==> config.mk <==
export PLATFORM = sky130hd
export DESIGN_NAME = reset_release_sequencer
export DESIGN_NICKNAME = d
export VERILOG_FILES = /design/src/rtl/reset_seq_pkg.sv /design/src/rtl/reset_sync_chain.sv /design/src/rtl/reset_release_sequencer.sv
export SDC_FILE = /design/constraint.sdc
export NUM_CORES = 1
export LEC_CHECK = 0
export BUFFER_PORTS_ARGS = -buffer_cell sky130_fd_sc_hd__buf_2
export CORE_ASPECT_RATIO = 1.75
export CORE_MARGIN = 2
export CORE_UTILIZATION = 53
export DETAILED_ROUTE_END_ITERATION = 16
export PLACE_DENSITY = 0.74
export SETUP_SLACK_MARGIN = 0.4
export SKIP_CTS_REPAIR_TIMING = 1
export SYNTH_ARGS = -nofsm -noshare
export SYNTH_HDL_FRONTEND = slang
export SYNTH_SLANG_ARGS = --single-unit
export TNS_END_PERCENT = 50
==> constraint.sdc <==
create_clock -name clk -period 3.42 [get_ports clk]
set_input_delay 1.026 -clock clk [delete_from_list [all_inputs] [get_ports clk]]
set_output_delay 1.026 -clock clk [all_outputs]
set_load 0.01 [all_outputs]
==> src/rtl/reset_seq_pkg.sv <==
// Shared constants, state encoding and width helper for the reset release sequencer.
package reset_seq_pkg;

  // Default build parameters.
  localparam int unsigned DEF_N_STAGES    = 3;
  localparam int unsigned DEF_SYNC_DEPTH  = 3;
  localparam int unsigned DEF_HOLD_CYCLES = 4;
  localparam int unsigned DEF_TIMEOUT     = 255;

  // Sequencer state encoding.
  typedef logic [2:0] state_t;
  localparam state_t ST_HOLD    = 3'd0;
  localparam state_t ST_RELEASE = 3'd1;
  localparam state_t ST_WAIT    = 3'd2;
  localparam state_t ST_DONE    = 3'd3;
  localparam state_t ST_FAULT   = 3'd4;

  // ceil(log2(v)), never less than 1 so every derived vector is at least one bit wide.
  function automatic int unsigned clog2_min1(input int unsigned v);
    int unsigned r;
    r = 0;
    for (int unsigned i = 0; i < 32; i++) begin
      if ((64'd1 << i) < 64'(v)) r = i + 1;
    end
    return (r == 0) ? 1 : r;
  endfunction

endpackage

==> src/rtl/reset_sync_chain.sv <==
// Ready-acknowledge synchronizer: DEPTH-flop shift register, synchronously cleared.
module reset_sync_chain
  import reset_seq_pkg::*;
#(
  parameter int unsigned DEPTH = DEF_SYNC_DEPTH
) (
  input  logic clk,
  input  logic clear,
  input  logic d,
  output logic q
);

  logic [DEPTH-1:0] sync_q;
  logic [DEPTH-1:0] sync_d;

  // Shift the raw ready in at bit 0; the oldest sample leaves at the top.
  always_comb begin
    sync_d = {sync_q[DEPTH-2:0], d};
  end

  // Chain register with synchronous clear.
  always_ff @(posedge clk) begin
    if (clear) sync_q <= '0;
    else       sync_q <= sync_d;
  end

  assign q = sync_q[DEPTH-1];

endmodule

==> src/rtl/reset_release_sequencer.sv <==
// Releases per-domain resets one stage at a time, waiting on each stage's synchronized ready.
module reset_release_sequencer
  import reset_seq_pkg::*;
#(
  parameter  int unsigned N_STAGES    = DEF_N_STAGES,
  parameter  int unsigned SYNC_DEPTH  = DEF_SYNC_DEPTH,
  parameter  int unsigned HOLD_CYCLES = DEF_HOLD_CYCLES,
  parameter  int unsigned TIMEOUT     = DEF_TIMEOUT,
  localparam int unsigned IDX_W       = clog2_min1(N_STAGES)
) (
  input  logic                clk,
  input  logic                reset,
  input  logic                io_swReq,
  input  logic [N_STAGES-1:0] io_stageReady,
  output logic [N_STAGES-1:0] io_stageReset,
  output logic                io_busy,
  output logic                io_done,
  output logic                io_timeout,
  output logic [IDX_W-1:0]    io_stageIdx
);

  localparam int unsigned CNT_MAX = (HOLD_CYCLES > TIMEOUT) ? HOLD_CYCLES : TIMEOUT;
  localparam int unsigned CNT_W   = clog2_min1(CNT_MAX + 1);

  logic [N_STAGES-1:0] rdy_s;

  state_t              state_q,    state_d;
  logic [CNT_W-1:0]    hold_cnt_q, hold_cnt_d;
  logic [CNT_W-1:0]    to_cnt_q,   to_cnt_d;
  logic [IDX_W-1:0]    idx_q,      idx_d;
  logic [N_STAGES-1:0] rst_q,      rst_d;
  logic                busy_q,     busy_d;
  logic                done_q,     done_d;
  logic                timeout_q,  timeout_d;

  // One synchronizer per ready acknowledge; cleared together with the block.
  for (genvar g = 0; g < N_STAGES; g++) begin : g_sync
    reset_sync_chain #(
      .DEPTH (SYNC_DEPTH)
    ) u_sync (
      .clk   (clk),
      .clear (reset),
      .d     (io_stageReady[g]),
      .q     (rdy_s[g])
    );
  end

  // Next-state, counter and output-register decode.
  always_comb begin
    state_d    = state_q;
    hold_cnt_d = hold_cnt_q;
    to_cnt_d   = to_cnt_q;
    idx_d      = idx_q;
    rst_d      = rst_q;
    timeout_d  = timeout_q;

    case (state_q)
      ST_HOLD: begin
        rst_d = '1;
        if (hold_cnt_q == CNT_W'(HOLD_CYCLES - 1)) begin
          state_d    = ST_RELEASE;
          idx_d      = '0;
          hold_cnt_d = '0;
        end else begin
          hold_cnt_d = hold_cnt_q + CNT_W'(1);
        end
      end
      ST_RELEASE: begin
        rst_d[idx_q] = 1'b0;
        to_cnt_d     = '0;
        state_d      = ST_WAIT;
      end
      ST_WAIT: begin
        // A ready seen on the last count still wins over the timeout.
        if (rdy_s[idx_q]) begin
          if (idx_q == IDX_W'(N_STAGES - 1)) begin
            state_d = ST_DONE;
          end else begin
            idx_d   = idx_q + IDX_W'(1);
            state_d = ST_RELEASE;
          end
        end else if (to_cnt_q == CNT_W'(TIMEOUT - 1)) begin
          state_d   = ST_FAULT;
          timeout_d = 1'b1;
          rst_d     = '1;
        end else begin
          to_cnt_d = to_cnt_q + CNT_W'(1);
        end
      end
      ST_DONE: begin
        rst_d = '0;
      end
      ST_FAULT: begin
        rst_d = '1;
      end
      default: begin
        state_d = ST_HOLD;
        rst_d   = '1;
      end
    endcase

    // Software re-sequence overrides everything and restarts from HOLD.
    if (io_swReq) begin
      state_d    = ST_HOLD;
      hold_cnt_d = '0;
      to_cnt_d   = '0;
      idx_d      = '0;
      rst_d      = '1;
      timeout_d  = 1'b0;
    end

    busy_d = (state_d == ST_HOLD) || (state_d == ST_RELEASE) || (state_d == ST_WAIT);
    done_d = (state_d == ST_DONE);
  end

  // State, counters and registered outputs; block reset forces the held state.
  always_ff @(posedge clk) begin
    if (reset) begin
      state_q    <= ST_HOLD;
      hold_cnt_q <= '0;
      to_cnt_q   <= '0;
      idx_q      <= '0;
      rst_q      <= '1;
      busy_q     <= 1'b1;
      done_q     <= 1'b0;
      timeout_q  <= 1'b0;
    end else begin
      state_q    <= state_d;
      hold_cnt_q <= hold_cnt_d;
      to_cnt_q   <= to_cnt_d;
      idx_q      <= idx_d;
      rst_q      <= rst_d;
      busy_q     <= busy_d;
      done_q     <= done_d;
      timeout_q  <= timeout_d;
    end
  end

  assign io_stageReset = rst_q;
  assign io_busy       = busy_q;
  assign io_done       = done_q;
  assign io_timeout    = timeout_q;
  assign io_stageIdx   = idx_q;

endmodule

==> reports/metrics.yaml <==
drt:
  wire_per_inst_um: 13.68
  drtIter0Drc: 15
  drc: 0
  num_vias: 1230
  vias_per_cell: 5.591
  ant_nets: 0
  first_pass_iters: 4
  wirelength_mm: 3.009
setup_path:
  crit_type: "flip-flop to primary output"
  cp_top_family: "flip-flops"
  critPathSlowestCell: "dfxtp_1"
  reg2reg_setup_slack_ns: 1.60
  rr_worst_depth: 6
  arrival_ns: 1.00
  worstPathRequired_ns: 2.39
  slowest_delay_ns: 0.51
  crit_path_start_kind: "flip-flop"
  critPathBufInv: 1
  cp_max_fo: 9
  startpoint: "io_stageIdx[1]"
  path_cells: "buf_2"
  rr_endpoint: "io_stageIdx[0]"
  r2r-start: "hold_cnt_q[0]"
  endpoint_kind: "primary output"
global_route:
  antenna_found_initial: 0
  grt_pass1_wl_mm: 5.292
  grt_overflow: 0
  grt_max_degree: 14
  grt_pass1_vias: 1319
  track_usage: 0.2067
yosys:
  synth_common_cells: "36 x dfxtp_1, 25 x nor2_1, 14 x nand2_1, 12 x nor2b_1, 10 x nand3_1"
  avgSynthCellArea_um2: 9.023
  yosysTopAreaCell: "dfxtp_1"
  synth.top_cell.area_share: 0.4564
  yosys_register_bits: 36
  yosysMostFrequentCell: "dfxtp_1"
  syn_nets: 187
  synth_flop_cell: "dfxtp_1"
  yosysSeqAreaShare: 0.4564
  ys_types: 39
  synth_async_sr_flop_share: 0
  synth_edf_count: 0
  synth_area_leaders: "dfxtp_1 46%, nor2_1 5.9%, ha_1 4.8%"
  netlist_area_um2: 1579
  syn_inst: 175
  ys_warn_count: 0
die:
  die_y_um: 76.21
  coreArea_um2: 2895
  io_pins: 14
  num_rows: 26
  die_x_um: 45.26
  initial_utilization: 0.5454
  dieArea_um2: 3449
final_layout:
  syn_to_final_growth_pct: 12.60
  design_area_um2: 1778
  antenna_cells: 0
  drive_gt1_frac: 0.1719
  fill_cells: 266
  final_util: 0.6141
  fin_nets: 203
sta:
  final.min_clock_period_ns: 2.021
  setup_viol_count_final: 0
  max_slew_margin: 0.6569
  fin_skew_ns: 0.004533
  slew_violations: 0
  min_period_over_period: 0.5911
  rsz0062_at_grt: "no"
  timing.fmax_mhz: 494.7
  setup_tns_ns: 0
  hold_ws_ns: 0.4452
  hold_viol_final: 0
  tightest_slew_ns: 0.5128
cts:
  htree_num_levels: 2
  clockRootBuffer: "clkbuf_8"
  clock_sinks: 36
  cts_buffer_depth: 2
  clkTransAtPathRegs_ns: 0.07
  clock_latency_ns: 0.29
  cts_tree: "done"
  cts_buffers: 5
hold_path:
  whs_path_depth: 1
  hp-class: "flip-flop to flip-flop"
  hold_end: "g_sync[1].u_sync.sync_q[2]"
  min_from: "g_sync[1].u_sync.sync_q[1]"
placement:
  hpwl_mm: 2.315
  place_area_um2: 1663
  place_congestion: 0.8751
  port_buffers: 13
power:
  max-vdd-ir-drop_mv: 0.2933
  p_leak_nw: 0.6610
  power_per_cell_area_nw_per_um2: 463.7
flow_run:
  maxCapViolations: 0
outcome:
  status: "finished, final reports clean"
layout by cell type (no fill, tap or decap), drive strengths merged, types with 2 or more instances in the layout:
cell type,n
nand2,15
nor2b,12
o21ai,7
ha,6
xor2,8
a21oi,7
and2,2
nand2b,2
or2,2
nor4b,2
buf,13
a31o,2
dfxtp,36
xnor2,4
inv,4
nor2,25
o21a,2
nand4,5
clkbuf,5
or3,2
nor3,7
nand3,10
per-layer routing:
layer  up-vias  part of all wire  track usage
li1        628                 -            -
met1       581              0.36       0.1818
met2        13              0.59       0.3843
met3         8             0.020      0.04976
met4         0             0.028       0.1176
met5         -                 0            0
cell families after synthesis:
kind of cell | Yosys count | synth area share
and+or+nand+nor | 90 | 0.3082
xor gates and xnor gates | 12 | 0.06656
AOI/OAI and AO/OA | 23 | 0.09508
DFF | 36 | 0.4564
adders and majority gates | 6 | 0.04754
buffers and inverters | 7 | 0.01743
muxes | 1 | 0.008714
metrics by stage:
stage	total power [mW]	instances	setup slack (ns)
after floorplan	0.4497	175	1.529
after global placement	0.4550	212	1.345
after detailed placement	0.4561	212	1.303
after CTS	0.8348	220	1.386
after global routing	0.8560	220	1.345
final	0.8244	220	1.399
worst max path at each step:
| stage | end | slack, ns | cells past startpoint |
|---|---|---|---|
| finish | io_stageIdx[1] | 1.40 | 1 |
| global route | io_stageIdx[1] | 1.35 | 1 |
| CTS | io_stageIdx[1] | 1.39 | 1 |
| detailed placement | io_busy | 1.30 | 4 |
| global placement | io_busy | 1.34 | 4 |
| floorplan | io_busy | 1.53 | 4 |
state kept, by name, indices dropped and copies added, names as in the netlist:
| register | flops |
|---|---|
| io_stageIdx | 2 |
| g_sync.u_sync.sync_q | 9 |
| io_done | 1 |
| state_q | 3 |
| hold_cnt_q | 8 |
| io_busy | 1 |
| io_timeout | 1 |
| io_stageReset | 3 |
| to_cnt_q | 8 |
final cells by class:
type                            count  area, µm²  area share
Clock inverter                      3      46.29     0.02604
Sequential cell                    36      720.7      0.4053
Inverter                            3      11.26    0.006334
Timing Repair Buffer               13      65.06     0.03659
Tap cell                           28      35.03     0.01970
Multi-Input combinational cell    132      830.8      0.4673
Clock buffer                        5      68.82     0.03871
power breakdown:
group	switching (mW)	internal (mW)
Sequential	0.00276	0.424
Clock	0.159	0.219
Combinational	0.0110	0.00774
No activity file was read; power rests on OpenSTA's default activity.
